$ cat src/rtl/sr_latch_driver.sv
// sr_latch_driver: clocked front-end for an active-low NAND SR latch.
// Debounces set_req / reset_req, turns each debounced rising edge into a
// fixed-width low pulse on s or r, and never drives s=0 together with r=0.
// Reset wins when set and reset are requested in the same decision cycle.
// Build option: define SR_DRIVER_SYNC_EN to add a two-flop synchronizer on
// each request input ahead of the debouncers (adds two cycles of latency).
module sr_latch_driver #(
  parameter int unsigned DEBOUNCE_CYCLES = 4,
  parameter int unsigned PULSE_CYCLES    = 2
) (
  input  logic clk,
  input  logic rst,
  input  logic set_req,
  input  logic reset_req,
  output logic s,
  output logic r,
  output logic busy,
  output logic q_track,
  output logic conflict
);

  localparam logic [7:0] DbMax     = 8'(DEBOUNCE_CYCLES - 1);
  localparam logic [7:0] PulseLoad = 8'(PULSE_CYCLES - 1);

  typedef enum logic [1:0] {StIdle, StPulseSet, StPulseRst, StGap} state_e;

  // Index 0 = set path, index 1 = reset path.
  logic [1:0] smp;
  logic [1:0] ev;

`ifdef SR_DRIVER_SYNC_EN
  logic [1:0] set_sync_q;
  logic [1:0] reset_sync_q;

  // Two-flop synchronizers on the raw request lines.
  always_ff @(posedge clk) begin
    if (rst) begin
      set_sync_q   <= 2'b00;
      reset_sync_q <= 2'b00;
    end else begin
      set_sync_q   <= {set_sync_q[0], set_req};
      reset_sync_q <= {reset_sync_q[0], reset_req};
    end
  end

  assign smp = {reset_sync_q[1], set_sync_q[1]};
`else
  assign smp = {reset_req, set_req};
`endif

  for (genvar g = 0; g < 2; g++) begin : g_db
    logic       level_q;
    logic [7:0] cnt_q;
    logic       ev_q;

    // Debouncer: level flips on the DEBOUNCE_CYCLES-th consecutive differing
    // sample; a flip to 1 raises a one-cycle event on the following cycle.
    always_ff @(posedge clk) begin
      if (rst) begin
        level_q <= 1'b0;
        cnt_q   <= 8'd0;
        ev_q    <= 1'b0;
      end else begin
        ev_q <= 1'b0;
        if (smp[g] != level_q) begin
          if (cnt_q == DbMax) begin
            level_q <= smp[g];
            cnt_q   <= 8'd0;
            ev_q    <= smp[g];
          end else begin
            cnt_q <= cnt_q + 8'd1;
          end
        end else begin
          cnt_q <= 8'd0;
        end
      end
    end

    assign ev[g] = ev_q;
  end

  logic set_ev, reset_ev;
  assign set_ev   = ev[0];
  assign reset_ev = ev[1];

  state_e     state_q, state_d;
  logic [7:0] pcnt_q, pcnt_d;
  logic       set_pend_q, set_pend_d;
  logic       rst_pend_q, rst_pend_d;
  logic       s_d, r_d, busy_d, q_track_d, conflict_d;
  logic       set_any, rst_any;

  assign set_any = set_ev | set_pend_q;
  assign rst_any = reset_ev | rst_pend_q;

  // State register plus registered outputs; reset parks s/r high.
  always_ff @(posedge clk) begin
    if (rst) begin
      state_q    <= StIdle;
      pcnt_q     <= 8'd0;
      set_pend_q <= 1'b0;
      rst_pend_q <= 1'b0;
      s          <= 1'b1;
      r          <= 1'b1;
      busy       <= 1'b0;
      q_track    <= 1'b0;
      conflict   <= 1'b0;
    end else begin
      state_q    <= state_d;
      pcnt_q     <= pcnt_d;
      set_pend_q <= set_pend_d;
      rst_pend_q <= rst_pend_d;
      s          <= s_d;
      r          <= r_d;
      busy       <= busy_d;
      q_track    <= q_track_d;
      conflict   <= conflict_d;
    end
  end

  // Next-state: arbitration in IDLE, pulse countdown, pending capture.
  always_comb begin
    state_d    = state_q;
    pcnt_d     = pcnt_q;
    set_pend_d = set_pend_q;
    rst_pend_d = rst_pend_q;
    unique case (state_q)
      StIdle: begin
        if (rst_any) begin
          state_d    = StPulseRst;
          pcnt_d     = PulseLoad;
          rst_pend_d = 1'b0;
          set_pend_d = 1'b0;  // a competing set is discarded
        end else if (set_any) begin
          state_d    = StPulseSet;
          pcnt_d     = PulseLoad;
          set_pend_d = 1'b0;
        end
      end
      StPulseSet, StPulseRst: begin
        if (pcnt_q == 8'd0) begin
          state_d = StGap;
        end else begin
          pcnt_d = pcnt_q - 8'd1;
        end
      end
      StGap: begin
        state_d = StIdle;
      end
      default: begin
        state_d = StIdle;
      end
    endcase
    // Events that arrive while a command is in flight are queued one-deep.
    if (state_q != StIdle) begin
      if (set_ev) begin
        set_pend_d = 1'b1;
      end
      if (reset_ev) begin
        rst_pend_d = 1'b1;
      end
    end
  end

  // Output decode from the next state so every output comes from a flop.
  always_comb begin
    s_d        = (state_d != StPulseSet);
    r_d        = (state_d != StPulseRst);
    busy_d     = (state_d != StIdle);
    q_track_d  = q_track;
    conflict_d = (state_q == StIdle) && rst_any && set_any;
    if (state_q == StIdle && state_d == StPulseSet) begin
      q_track_d = 1'b1;
    end else if (state_q == StIdle && state_d == StPulseRst) begin
      q_track_d = 1'b0;
    end
  end

endmodule

$ cat config.mk
export PLATFORM = sky130hd
export DESIGN_NAME = sr_latch_driver
export DESIGN_NICKNAME = d
export VERILOG_FILES = /design/src/rtl/sr_latch_driver.sv
export SDC_FILE = /design/constraint.sdc
export NUM_CORES = 1
export LEC_CHECK = 0
export BUFFER_PORTS_ARGS = -buffer_cell sky130_fd_sc_hd__buf_4
export CORE_MARGIN = 1.5
export CORE_UTILIZATION = 40
export CTS_CLUSTER_SIZE = 12
export DETAILED_ROUTE_END_ITERATION = 8
export RECOVER_POWER = 100
export SLEW_MARGIN = 20
export SYNTH_ARGS = -nofsm -noshare
export SYNTH_HDL_FRONTEND = slang
export SYNTH_SLANG_ARGS = --single-unit
export TNS_END_PERCENT = 100
$ cat constraint.sdc
create_clock -name clk -period 2.35 [get_ports clk]
set_input_delay 0.1175 -clock clk [delete_from_list [all_inputs] [get_ports clk]]
set_output_delay 0.1175 -clock clk [all_outputs]
set_load 0.05 [all_outputs]
### After elaboration in Yosys (flattened, before gate mapping)

Cells that the tools add are included.

| word-level totals | value |
|---|---|
| word-level logic and storage cells | 74 |
| input bits | 4 |
| register bits | 37 |

| operators by class | value |
|---|---|
| bitwise logic cells | 6 |
| multiplexer cells | 19 |
| add/sub/neg operators | 3 |
| reduce and logical (&&, ||, !) cells | 18 |
| equal/unequal tests | 13 |

Operators with widths:

| cell | number |
|---|---|
| 8-bit 2-to-1 mux | 3 |
| 8-bit by 1-bit adder with 8-bit output, second input constant | 2 |
| 8-bit by 2-bit equality test with 1-bit output, second input constant | 2 |
| 8-bit one-hot mux with 2 select lines | 1 |
| 3-bit OR reduction | 4 |
| 1-bit 2-to-1 mux | 11 |
| 8-bit zero test | 1 |
| 2-bit nonzero test | 4 |
| 8-bit by 1-bit subtractor with 8-bit output, second input constant | 1 |
| 2-bit equality test, second input constant | 3 |
| 2-bit 2-to-1 mux | 3 |
| 2-bit one-hot mux with 3 select lines | 1 |
| 2-bit by 1-bit equality test with 1-bit output, second input constant | 2 |
| 1-bit logical AND | 4 |
| 2-bit != test, second input constant | 2 |
| 1-bit NOT | 4 |
| 2-bit AND reduction | 2 |
| 3-bit != test, second input constant | 1 |
| 3-bit AND reduction | 1 |
| 2-bit zero test | 1 |
| 1-bit != test | 2 |
| 2-bit by 1-bit != test with 1-bit output, second input constant | 1 |
| 1-bit OR | 2 |
| 2-bit OR reduction | 1 |

### Depth between registers and ports, before layout

| logic depth | value |
|---|---|
| word-level depth | 8 |
| mapped depth | 8 |

### Least setup slack after synthesis

No wires, ideal clock.

| timing | value |
|---|---|
| path kind | reg-to-reg |
| start point | register state_q[1] |
| end point | register pcnt_q[5] |
| stages on the path, launching flop included | 8 |
| arrival time | 1688 ps |
| path slack | 590 ps |
| library setup time | 72 ps |
| data required time | 2278 ps |
| cells stage by stage | dfxtp_1 -> inv_1 -> ha_1 -> nor2_1 -> o21bai_1 -> buf_2 -> nor4b_1 -> mux2i_1 |

| on the way | value |
|---|---|
| longest elaborated chain between the ends | 4 |
| elaborated cells between the ends (all ways) | 9 |
| classes of those cells | eq/ne (4); mux (1); reduce/logical (4) |

Ends and longest elaborated chain:

| item | RTL line | text |
|---|---|---|
| start: declaration | 86 | `state_e state_q, state_d;` |
| start signal: assignment | 99 | `state_q <= StIdle;` |
| start signal: assignment | 109 | `state_q <= state_d;` |
| 2-bit by 1-bit equality test with 1-bit output / 2-bit equality test (equally long branches) | 127 | `unique case (state_q)` |
| 2-bit OR reduction | 127 |  |
| 2-bit != test (no source line) / 2-bit nonzero test (equally long branches) | -- |  |
| 3-bit AND reduction (no source line) | -- |  |
| end signal: assignment | 110 | `pcnt_q <= pcnt_d;` |
| end: declaration | 87 | `logic [7:0] pcnt_q, pcnt_d;` |

Several ways; a longest one is shown, not always the timed one.
A chain may end at the register's enable or synchronous reset.

### Worst setup path after layout

| timing | value |
|---|---|
| start point | register state_q[1] |
| end point | register busy |

| on the way | value |
|---|---|
| longest elaborated chain between the ends | 4 |
| elaborated cells between the ends (all ways) | 10 |
| classes of those cells | eq/ne (3); mux (4); reduce/logical (3) |

Ends and longest elaborated chain:

| item | RTL line | text |
|---|---|---|
| 2-bit by 1-bit equality test with 1-bit output, or another cell as far along | 127 |  |
| 2-bit OR reduction / 2-bit 2-to-1 mux (equally long branches) | 127, 129 |  |
| 2-bit one-hot mux with 3 select lines (*) | 127 |  |
| 2-bit nonzero test (*) | 169 | `busy_d = (state_d != StIdle);` |
| end signal: assignment | 115 | `busy <= busy_d;` |
| end: declaration | 17 | `output logic busy,` |

Mark *: on every way between the ends. The rest lies on a longest branch, timed or not.

==> metrics.txt <==
DRT Wirelength=~3 mm; per-cell routed wire length=between 10 and 15 microns; flip-flop and latch count after synthesis=37; die width=around 67 microns; Least-Margin Pin Slew=~0.8 ns; first-pass GRT wire length=5.17 mm; vias in the first global route=1,189; period utilization=87.5%; number of remaining DRC errors=0; Max Slew Vio Count=0; Final Hold Viols=0; hold_sp=set_req; drt first pass iters=4; FF-to-FF setup slack=0.29 ns; total CTS buffers=5; Starting Density=a little over two fifths; required time worst endpoint=about 2.5 ns; total number of vias=between 1,000 and 1,500; # rows=22; initial antenna violation count=0; worst-path fanout max=11; number of clock sinks=37; CTS tree=yes; maximum VDD drop=between 400 and 500 uV; minimum clock period=between 2 and 2.5 ns; clk_skew=0.00209 ns; CTS root buffer=clkbuf_8; post-synthesis net count=between 150 and 200; Synth-to-Final Area Change=11.7%; Post-synth ARST share=0%; post-CTS setup buffer count=0; gr ovfl total=0; post-synth cell types=39; Post-Synth XOR/XNOR Area=between 7 and 8%; Startpoint Class=flip-flop; share of layout cells above drive strength 1=between 6 and 7%; RSZ-0062 raised after global routing=false; GRT Total Usage=approximately 15%; Worst-path clk slew=approximately 0.07 ns; Crit. End Element=flip-flop; synth warn=0; vias per inst=5.53; # nets final=around 200; worst min path class=input port to flip-flop; pin count of the biggest net entering global routing=18; Final Util=a little under half; Synth Cell Area=roughly 1600 sq um; Max-Cap Viols=0; dpl ws=between 0.2 and 0.3 ns; Diodes inserted=0; Reg area=between 700 and 800 sq um; CP Class=flip-flop to flip-flop; mean post-synth cell area=approximately 9.1 sq um; final setup fails=0; PwrDens=1080 nW/um^2; clock buffer depth=2; Synth Area in Simple Gates=27.6%; fmax=486 MHz; Lkg Pwr=between 0.0007 and 0.0008 uW; top_reg_cell synth=dfxtp_1; mux contribution to synthesized area=roughly 1.9%; CORE AREA=~3800 sq um; post-route antenna net violation count=0; Clock Latency Late Sink=about 0.29 ns; post-cts repair resize count=0; IO Port Bufs=8; I/O Pins=9; Synth Instances=~180; Die ar.=~4400 sq um; Multi-input gate area=around 830 sq um; DP HPWL=around 2.1 mm; hold buffers post-CTS=0; fillers=387; synthesized-area fraction occupied by adder cells=3.87%; r2r startpoint=state_q[1]$_SDFF_PP0_; DRC marker count from the first detailed-route iteration=slightly above 70; number of synthesized flops with an enable pin=0; Finished Layout Cells=approximately 240; complex-gate fraction of the synthesized area=11.1%; post-synthesis sequential area ratio=45.8%; WP data arrival=approximately 2.2 ns; Die Span Y=66.6 microns; status=complete, no violations; relative slew slack=roughly 47%; Total Neg Setup Slack=0 ns; total power after layout=1950 uW; Placer Congestion=around 0.83; largest family of logic cells by synthesized area=simple AND/OR/NAND/NOR gates; placed cells=229; post-layout worst setup margin=roughly 0.29 ns; H-tree levels=2; Setup crit start=state_q[1]$_SDFF_PP0_
-- path summary, 6_finish.rpt --
| path | to | depth (start not counted) |
|---|---|---|
| max | busy$_SDFF_PP0_ | 6 |
| min | g_db[0].level_q$_SDFFE_PP0N_ | 3 |
| min reg2reg | g_db[0].cnt_q[0]$_SDFF_PP0_ | 1 |
| max reg2reg | busy$_SDFF_PP0_ | 6 |
-- final cells by class --
cell class | count | area share [%]
tap | 48 | 3.33
sequential | 37 | 41.0
timing repair buffer | 8 | 2.29
inverter | 5 | 1.04
clock inverter | 2 | 2.15
clock buffer | 6 | 4.02
multi-input combinational | 131 | 46.2
-- metal layers --
layer	GRT usage, %	wire [microns]	vias up
met4	7.65	54	0
met1	19.8	1500	611
li1	-	-	669
met5	0	0	-
met3	4.56	114	7
met2	23.4	1300	23
-- logic make-up after synthesis --
group / after synthesis
flip-flops: 37
adder cells (fa/ha/maj): 5
XOR/XNOR: 14
multiplexers: 3
AND/OR/NAND/NOR: 84
AO/OA/AOI/OAI: 25
buffers and inverters: 9
-- flip-flops by register name, indices dropped and copies added, names as in the netlist --
| register | cells |
|---|---|
| conflict | 1 |
| g_db.ev_q | 2 |
| state_q | 2 |
| pcnt_q | 8 |
| g_db.cnt_q | 16 |
| g_db.level_q | 2 |
| rst_pend_q | 1 |
| r | 1 |
| s | 1 |
| q_track | 1 |
| busy | 1 |
| set_pend_q | 1 |
-- Yosys cell counts, types with 3 or more instances --
| cell | count | share of area [%] |
|---|---|---|
| or4_1 | 5 | 2.3 |
| mux2i_1 | 3 | 1.9 |
| xor2_1 | 9 | 4.9 |
| o21ai_0 | 4 | 1.2 |
| a21oi_1 | 5 | 1.5 |
| nand2_1 | 9 | 2.1 |
| ha_1 | 5 | 3.9 |
| dfxtp_1 | 37 | 46 |
| or3_1 | 3 | 1.2 |
| nor4_1 | 4 | 1.5 |
| inv_1 | 5 | 1.2 |
| nor4b_1 | 3 | 1.6 |
| xnor2_1 | 5 | 2.7 |
| and3_1 | 6 | 2.3 |
| nand3_1 | 14 | 4.3 |
| o211ai_1 | 3 | 1.4 |
| nor2_1 | 28 | 6.5 |
-- where the power goes --
part           internal [uW]  switching, uW  total [uW]
Sequential               702           76.7         779
Combinational            230            399         629
Clock                    318            227         545
Total                   1250            703        1950
-- critical path, stage by stage, from the launching register on --
cell and delay (ns):
dfxtp_1 0.33, inv_1 0.06, ha_1 0.34, inv_1 0.14
a2111oi_0 0.59, a2111oi_0 0.23, or2_1 0.25
-- metrics by stage --
step	area [sq um]	hold WS, ns
floorplan	1620	0.261
global placement	1720	0.375
detailed placement	1720	0.386
CTS	1830	0.0831
global route	1810	0.111
finish	1810	0.0863
-- layout by cell type (no fill, tap or decap), types with 2 or more instances in the layout --
cell type	n
dfxtp_1	37
a31oi_1	2
o31ai_1	2
nor3_1	2
or4_1	5
and3_1	6
a21oi_1	5
buf_4	3
nor4b_1	3
clkbuf_8	5
xnor2_1	5
clkbuf_1	6
nand4_1	2
xor2_1	9
nand2_1	9
o211ai_1	3
a2111oi_0	2
nor2b_1	2
ha_1	5
o21ai_0	4
nand3_1	14
inv_1	5
nor2_1	28
nor4_1	4
mux2i_1	3
or3_1	3
No activity file was read; power rests on OpenSTA's default activity.
